File: config.mk
export PLATFORM = sky130hd
export DESIGN_NAME = atomic_count_reader
export DESIGN_NICKNAME = d
export VERILOG_FILES = /design/src/rtl/atomic_count_reader.sv
export SDC_FILE = /design/constraint.sdc
export NUM_CORES = 1
export LEC_CHECK = 0
export CAP_MARGIN = 20
export CELL_PAD_IN_SITES_DETAIL_PLACEMENT = 2
export CELL_PAD_IN_SITES_GLOBAL_PLACEMENT = 2
export CORE_UTILIZATION = 32
export CTS_CLUSTER_DIAMETER = 150
export CTS_CLUSTER_SIZE = 25
export DETAILED_ROUTE_END_ITERATION = 8
export PLACE_DENSITY = 0.95
export SETUP_SLACK_MARGIN = 0.5
export SYNTH_ARGS = -nofsm -noshare
export SYNTH_HDL_FRONTEND = slang
export SYNTH_SLANG_ARGS = --single-unit
File: constraint.sdc
create_clock -name clk -period 2.6 [get_ports clk]
set_clock_uncertainty 0.1 [all_clocks]
set_input_delay 0.52 -clock clk [delete_from_list [all_inputs] [get_ports clk]]
set_output_delay 0.52 -clock clk [all_outputs]
set_load 0.05 [all_outputs]
File: src/rtl/atomic_count_reader.sv
// Two-beat 64-bit snapshot reader for the atomic event counter's 32-bit read port.
// Optional ATOMIC_RD_DELTA_EN adds delta_o, the difference between successive accepted snapshots.
module atomic_count_reader #(
  parameter int DATABUS = 32,
  parameter int CNTW    = 16
) (
  input  logic                   clk,
  input  logic                   reset_n,
  input  logic                   rd_req_i,
  output logic                   rd_valid_o,
  input  logic                   rd_ready_i,
  output logic [2*DATABUS-1:0]   rd_data_o,
  output logic                   err_o,
  output logic [CNTW-1:0]        rd_cnt_o,
  output logic                   req_o,
  output logic                   atomic_o,
  input  logic                   ack_i,
  input  logic [DATABUS-1:0]     count_i
`ifdef ATOMIC_RD_DELTA_EN
  ,
  output logic [2*DATABUS-1:0]   delta_o
`endif
);

  localparam logic [2:0] S_IDLE    = 3'd0;
  localparam logic [2:0] S_REQ_LO  = 3'd1;
  localparam logic [2:0] S_REQ_HI  = 3'd2;
  localparam logic [2:0] S_WAIT_HI = 3'd3;
  localparam logic [2:0] S_DONE    = 3'd4;

  logic [2:0]         state_reg, state_next;
  logic               err_reg, err_next;
  logic [DATABUS-1:0] lo_reg, lo_next;
  logic [DATABUS-1:0] hi_reg, hi_next;
  logic [CNTW-1:0]    cnt_reg, cnt_next;
`ifdef ATOMIC_RD_DELTA_EN
  logic [2*DATABUS-1:0] delta_reg, delta_next;
  logic [2*DATABUS-1:0] prev_reg, prev_next;
`endif

  always_comb begin
    state_next = state_reg;
    err_next   = err_reg;
    lo_next    = lo_reg;
    hi_next    = hi_reg;
    cnt_next   = cnt_reg;
`ifdef ATOMIC_RD_DELTA_EN
    delta_next = delta_reg;
    prev_next  = prev_reg;
`endif
    case (state_reg)
      S_IDLE: begin
        if (rd_req_i) begin
          state_next = S_REQ_LO;
          err_next   = 1'b0;
        end
        // A stray ack in the same cycle as a new request still counts as an error.
        if (ack_i) err_next = 1'b1;
      end
      S_REQ_LO: begin
        state_next = S_REQ_HI;
        if (ack_i) err_next = 1'b1;
      end
      S_REQ_HI: begin
        if (ack_i) begin
          lo_next    = count_i;
          state_next = S_WAIT_HI;
        end else begin
          err_next   = 1'b1;
          state_next = S_IDLE;
        end
      end
      S_WAIT_HI: begin
        if (ack_i) begin
          hi_next    = count_i;
          state_next = S_DONE;
`ifdef ATOMIC_RD_DELTA_EN
          delta_next = {count_i, lo_reg} - prev_reg;
`endif
        end else begin
          err_next   = 1'b1;
          state_next = S_IDLE;
        end
      end
      S_DONE: begin
        if (ack_i) err_next = 1'b1;
        if (rd_ready_i) begin
          cnt_next   = cnt_reg + 1'b1;
          state_next = S_IDLE;
`ifdef ATOMIC_RD_DELTA_EN
          prev_next  = {hi_reg, lo_reg};
`endif
        end
      end
      default: state_next = S_IDLE;
    endcase
  end

  always_ff @(posedge clk or negedge reset_n) begin
    if (!reset_n) begin
      state_reg <= S_IDLE;
      err_reg   <= 1'b0;
      lo_reg    <= '0;
      hi_reg    <= '0;
      cnt_reg   <= '0;
`ifdef ATOMIC_RD_DELTA_EN
      delta_reg <= '0;
      prev_reg  <= '0;
`endif
    end else begin
      state_reg <= state_next;
      err_reg   <= err_next;
      lo_reg    <= lo_next;
      hi_reg    <= hi_next;
      cnt_reg   <= cnt_next;
`ifdef ATOMIC_RD_DELTA_EN
      delta_reg <= delta_next;
      prev_reg  <= prev_next;
`endif
    end
  end

  // Beat outputs decode straight from state so reset drops req_o without waiting for a clock.
  assign req_o      = (state_reg == S_REQ_LO) || (state_reg == S_REQ_HI);
  assign atomic_o   = (state_reg == S_REQ_LO);
  assign rd_valid_o = (state_reg == S_DONE);
  assign rd_data_o  = {hi_reg, lo_reg};
  assign err_o      = err_reg;
  assign rd_cnt_o   = cnt_reg;
`ifdef ATOMIC_RD_DELTA_EN
  assign delta_o    = delta_reg;
`endif

endmodule
==> results of run 1 <==
-- Yosys cell counts, drive strengths merged (2+ instances only) --
cell / number
inv: 2
nand4: 2
dfrtp: 84
nand2: 9
nand3: 7
xor2: 5
nor2: 7
a21oi: 2
buf: 8
mux2: 65
and3: 2
nor3: 4
o21ai: 2
xnor2: 11
-- cell type report --
| class | count | area [sq um] |
|---|---|---|
| clock inverter | 5 | 103 |
| sequential | 84 | 2100 |
| multi-input combinational | 126 | 1180 |
| tap | 136 | 170 |
| fill | 1069 | 5410 |
| inverter | 2 | 7.51 |
| timing repair buffer | 125 | 1180 |
| clock buffer | 9 | 124 |
-- worst max-delay path by stage --
stage | start | to | slack [ns] | cells past startpoint
after floorplan | state_reg[0] | req_o | 0.73 | 3
after global placement | state_reg[0] | rd_valid_o | 0.37 | 4
after detailed placement | rd_ready_i | rd_cnt_o[13] | 0.31 | 5
after CTS | state_reg[0] | rd_valid_o | 0.37 | 4
after global routing | state_reg[0] | rd_valid_o | 0.53 | 4
final | state_reg[0] | rd_valid_o | 0.60 | 4
-- logic make-up after synthesis --
kind of cell / count (synthesis) / share of synthesized area
xor gates and xnor gates: 16 / 0.0416
AOI/OAI and AO/OA: 6 / 0.0100
DFF: 84 / 0.624
muxes: 65 / 0.217
adders and majority gates: 1 / 0.00372
buffers and inverters: 11 / 0.0275
and+or+nand+nor: 38 / 0.0754
-- metal layers --
layer  vias to the layer above  routed length (microns)  track usage
met4                         0                       47       0.0362
met2                        66                     4990        0.320
met3                         5                      533       0.0580
li1                       1021                        -            -
met5                         -                        0            0
met1                      1161                     3340        0.184
-- power breakdown --
| group | leakage [nW] | total (mW) | internal (mW) | switching, mW |
|---|---|---|---|---|
| combinational | 1.15 | 3.70 | 1.11 | 2.58 |
| clock | 0.111 | 1.07 | 0.626 | 0.441 |
| sequential | 1.03 | 2.18 | 1.85 | 0.329 |
| total | 2.29 | 6.94 | 3.59 | 3.35 |
-- what timing repair did --
action,4_1_cts,5_1_grt
pin swaps,0,0
gates resized for setup,84,5
endpoints found under the hold margin,0,0
setup endpoints to repair,82,2
-- through the flow --
stage	hold slack (ns)	worst slack, ns
6_report	0.0700	0.602
5_1_grt	0.0894	0.526
4_1_cts	0.0726	0.373
3_5_place_dp	0.381	0.308
3_3_place_gp	0.362	0.371
2_1_floorplan	0.124	0.725
==> impl_metrics.toml, run 1 <==
[status]
status = "complete, no violations"

[critical_path]
critPathKind = "flip-flop to primary output"
required_ns = 1.98
path_cells = "nor2_4, nand2_1, inv_2, clkbuf_4"
startpoint_type = "flip-flop"
r2r_start = "state_reg[2]"
critPathSlowestCell = "dfrtp_2"
cp.arrival_ns = 1.38
r2r_setup_slack_ns = 0.84
crit_path_end_kind = "primary output"
reg2reg_depth = 4
slowest_delay_ns = 0.50
worstPathMaxFanout = 8
path_delay_family = "flip-flops"
timing.rr.end = "hi_reg[23]"
timing.critical_path.buf_inv = 2

[timing]
clock.fmax_mhz = 500
slew_headroom = 0.620
finalCriticalPeriod_ns = 2.00
rsz0062_at_grt = "false"
hold_violations = 0
period_share = 0.769
fin_tns_setup_ns = 0
worst_slew_pin_slew_ns = 0.570
slew_violations = 0
setup_viol = 0

[cells_and_area]
antenna_cells = 0
final_area_sq_um = 4860
layout_common_cells = "dfrtp_1, dlygate4sd2_1, mux2_2"
layout_commonest_cell = "dfrtp_1"
fin_nets = 386
layout-drive-gt1-share = 0.274
fin_cells = 487
synthToLayoutAreaGrowth_pct = 44.4
utilization = 0.473

[cts]
cts.clk_slew.worst_paths_ns = 0.08
hold_buffers = 0
ctsHtreeMaxLevel = 3
cts_setup_buffers = 0
cts-buffers-inserted = 9
insertion_delay_ns = 0.33
cts-root-buf = "clkbuf_8"
clock_path_buffers = 2
cts_tree = "yes"
clock-sinks = 84

[die]
die_h_microns = 105
die-area_sq_um = 10900
initial_core_util = 0.328
num_rows = 37
die_w_microns = 105
io_pins = 121
core_area_sq_um = 10300

[global_route]
grt_pass1_wl_mm = 14.2
grt-ovfl-total = 0
grt_antenna_before_repair = 0
track_usage = 0.170
grt_max_degree = 45
grt_pass1_vias = 2558

[drt]
routedWlPerCell_microns = 18.3
wl_mm = 8.91
via_per_inst = 4.63
drt-initial-drc-count = 42
antenna_left = 0
drtPass1Iterations = 2
drc_errors = 0
dr_total_vias = 2253

[power_and_ir_drop]
max-vdd-ir-drop_v = 0.000832
p_per_area_nw_per_um2 = 1430
power_mw = 6.94
total_leakage_power_nw = 2.29

[flow_run]
maxCapViolations = 0

[placed_design]
place_area_sq_um = 4740
place_inst = 473
dp_hpwl_mm = 6.73
io_buffers = 120
gp_congestion = 0.704

[synth]
async_reset_ff_frac = 1.00
ys_warn_count = 0
synth-seq-cells = 84
synth_area_sq_um = 3370
syn_area_per_cell_sq_um = 15.2
postSynthNetCount = 259
synth-edff-count = 0
synth.distinct_cells = 31
synth_ff_type = "dfrtp_1"
yosys.area.top_type_share = 0.624
yosys-top-cells-area = "dfrtp_1, mux2_2, xnor2_1, buf_6, xor2_1"
postSynthCellCount = 221
ys_seq_area_frac = 0.624
yosysTopAreaCell = "dfrtp_1"

[worst_hold_path]
holdCritPathClass = "primary input to asynchronous set/reset pin"
No activity file was read; power rests on OpenSTA's default activity.
==> run 2: changes to the inputs <==
- CORE_UTILIZATION: 32 -> 26
- PLACE_DENSITY: 0.95 -> 0.84
- clock period: 2.6 -> 1.81 ns (I/O delays scaled with it)
==> impl_metrics.toml, run 2 (same netlist as run 1, synthesis figures left out) <==
[cells_and_area]
synthToLayoutAreaGrowth_pct = 103
antenna_cells = 0
layout-drive-gt1-share = 0.696
nFillCells = 1148
final_area_sq_um = 6830
fin_cells = 626
layout_commonest_cell = "buf_6"
layout_common_cells = "buf_6, dfrtp_1, buf_4"
utilization = 0.541
fin_nets = 487

[die]
core_area_sq_um = 12600
num_rows = 41
initial_core_util = 0.267
io_pins = 121
die_h_microns = 116
die-area_sq_um = 13400
die_w_microns = 116

[global_route]
grt_pass1_vias = 3115
grt-ovfl-total = 0
grt_pass1_wl_mm = 19.4
grt_max_degree = 51
grt_antenna_before_repair = 0
track_usage = 0.204

[power_and_ir_drop]
total_leakage_power_nw = 3.34
max-vdd-ir-drop_v = 0.00141
p_per_area_nw_per_um2 = 2000

[cts]
cts-buffers-inserted = 9
clock-sinks = 84
ctsHtreeMaxLevel = 3
cts.clk_slew.worst_paths_ns = 0.07
insertion_delay_ns = 0.34
cts_tree = "yes"
cts-root-buf = "clkbuf_16"
clock_path_buffers = 2

[placed_design]
dp_hpwl_mm = 6.89
place_area_sq_um = 4870
dp_slack_ns = -0.194
gp_congestion = 0.697
place_inst = 518
io_buffers = 120

[drt]
drtPass1Iterations = 4
drt-initial-drc-count = 53
wl_mm = 13.8
routedWlPerCell_microns = 22.0
via_per_inst = 4.36
dr_total_vias = 2730
drc_errors = 0
antenna_left = 0

[status]
violations = "negative setup slack"
status = "finished with violations"

[critical_path]
path_cells = "buf_6, xnor2_4, nor2_4, buf_12"
worstPathMaxFanout = 4
startpoint_type = "flip-flop"
critPathKind = "flip-flop to primary output"
crit_path_end_kind = "primary output"
cp.arrival_ns = 1.40
required_ns = 1.35
r2r_setup_slack_ns = 0.01
critPathSlowestCell = "dfrtp_2"
path_delay_family = "flip-flops"
timing.critical_path.buf_inv = 2
slowest_delay_ns = 0.47
startpoint = "state_reg[1]"
r2r_start = "state_reg[0]"

[timing]
hold_violations = 0
worst_slew_pin_slew_ns = 0.354
finalWorstSetupSlack_ns = -0.0473
whs_ns = 0.369
slew_violations = 0
slew_headroom = 0.762
period_share = 1.03
setup_viol = 2
finalCriticalPeriod_ns = 1.86
rsz0062_at_grt = "true"
clock.fmax_mhz = 538

[worst_hold_path]
holdCritPathClass = "primary input to asynchronous set/reset pin"

[flow_run]
maxCapViolations = 0
-- run 2: area by class of cell --
| class | count | area [sq um] | share of cell area |
|---|---|---|---|
| clock buffer | 12 | 256 | 0.0376 |
| clock inverter | 4 | 47.5 | 0.00696 |
| inverter | 2 | 12.5 | 0.00183 |
| multi-input combinational | 126 | 1650 | 0.242 |
| sequential | 84 | 2120 | 0.310 |
| tap | 172 | 215 | 0.0315 |
| timing repair buffer | 226 | 2530 | 0.370 |
-- run 2: repair_timing --
| item | CTS | global route |
|---|---|---|
| gates resized for setup | 171 | 21 |
| cloned | 8 | 0 |
| buffers inserted | 49 | 34 |
| hold endpoints to repair | 23 | 0 |
| hold buffers | 1 | 0 |
| pin swaps | 13 | 13 |
| endpoints found under the setup margin | 165 | 167 |
-- run 2: metal layers --
metal  vias up  global-route usage  part of all wire
met3        19              0.0345             0.026
met4         0              0.0897             0.025
met2        71               0.379              0.56
met1      1416               0.228              0.39
li1       1224                   -                 -
met5         -                   0                 0
-- run 2: stage by stage --
step	setup TNS (ns)	power [mW]
after CTS	-0.0726	13.1
after detailed placement	-8.82	9.37
after global placement	-8.30	9.16
after global routing	-0.516	14.2
final	-0.0934	13.7
after floorplan	0	7.33
-- run 2: worst paths after layout --
| check | to | cells after the start |
|---|---|---|
| worst min register to register | hi_reg[14] | 1 |
| min in group clk | state_reg[0] | 3 |
| max in group asynchronous | lo_reg[27] | 3 |
| worst max register to register | rd_cnt_o[11] | 5 |
| worst max-delay path | req_o | 4 |
| worst min-delay path | hi_reg[16] | 2 |
-- run 2: report_power, final --
group          switching (mW)  internal (mW)  leakage (nW)
Clock                   0.798           1.14         0.149
Combinational            4.34           3.98          2.17
Sequential              0.737           2.67          1.02
Total                    5.88           7.80          3.34
-- run 2: worst register-to-register path, cell delays in order, from the launching register on --
cell	delay (ns)
dfrtp_2	0.49
buf_4	0.18
nand4bb_4	0.22
nor4_4	0.40
nand3_1	0.14
xnor2_1	0.15
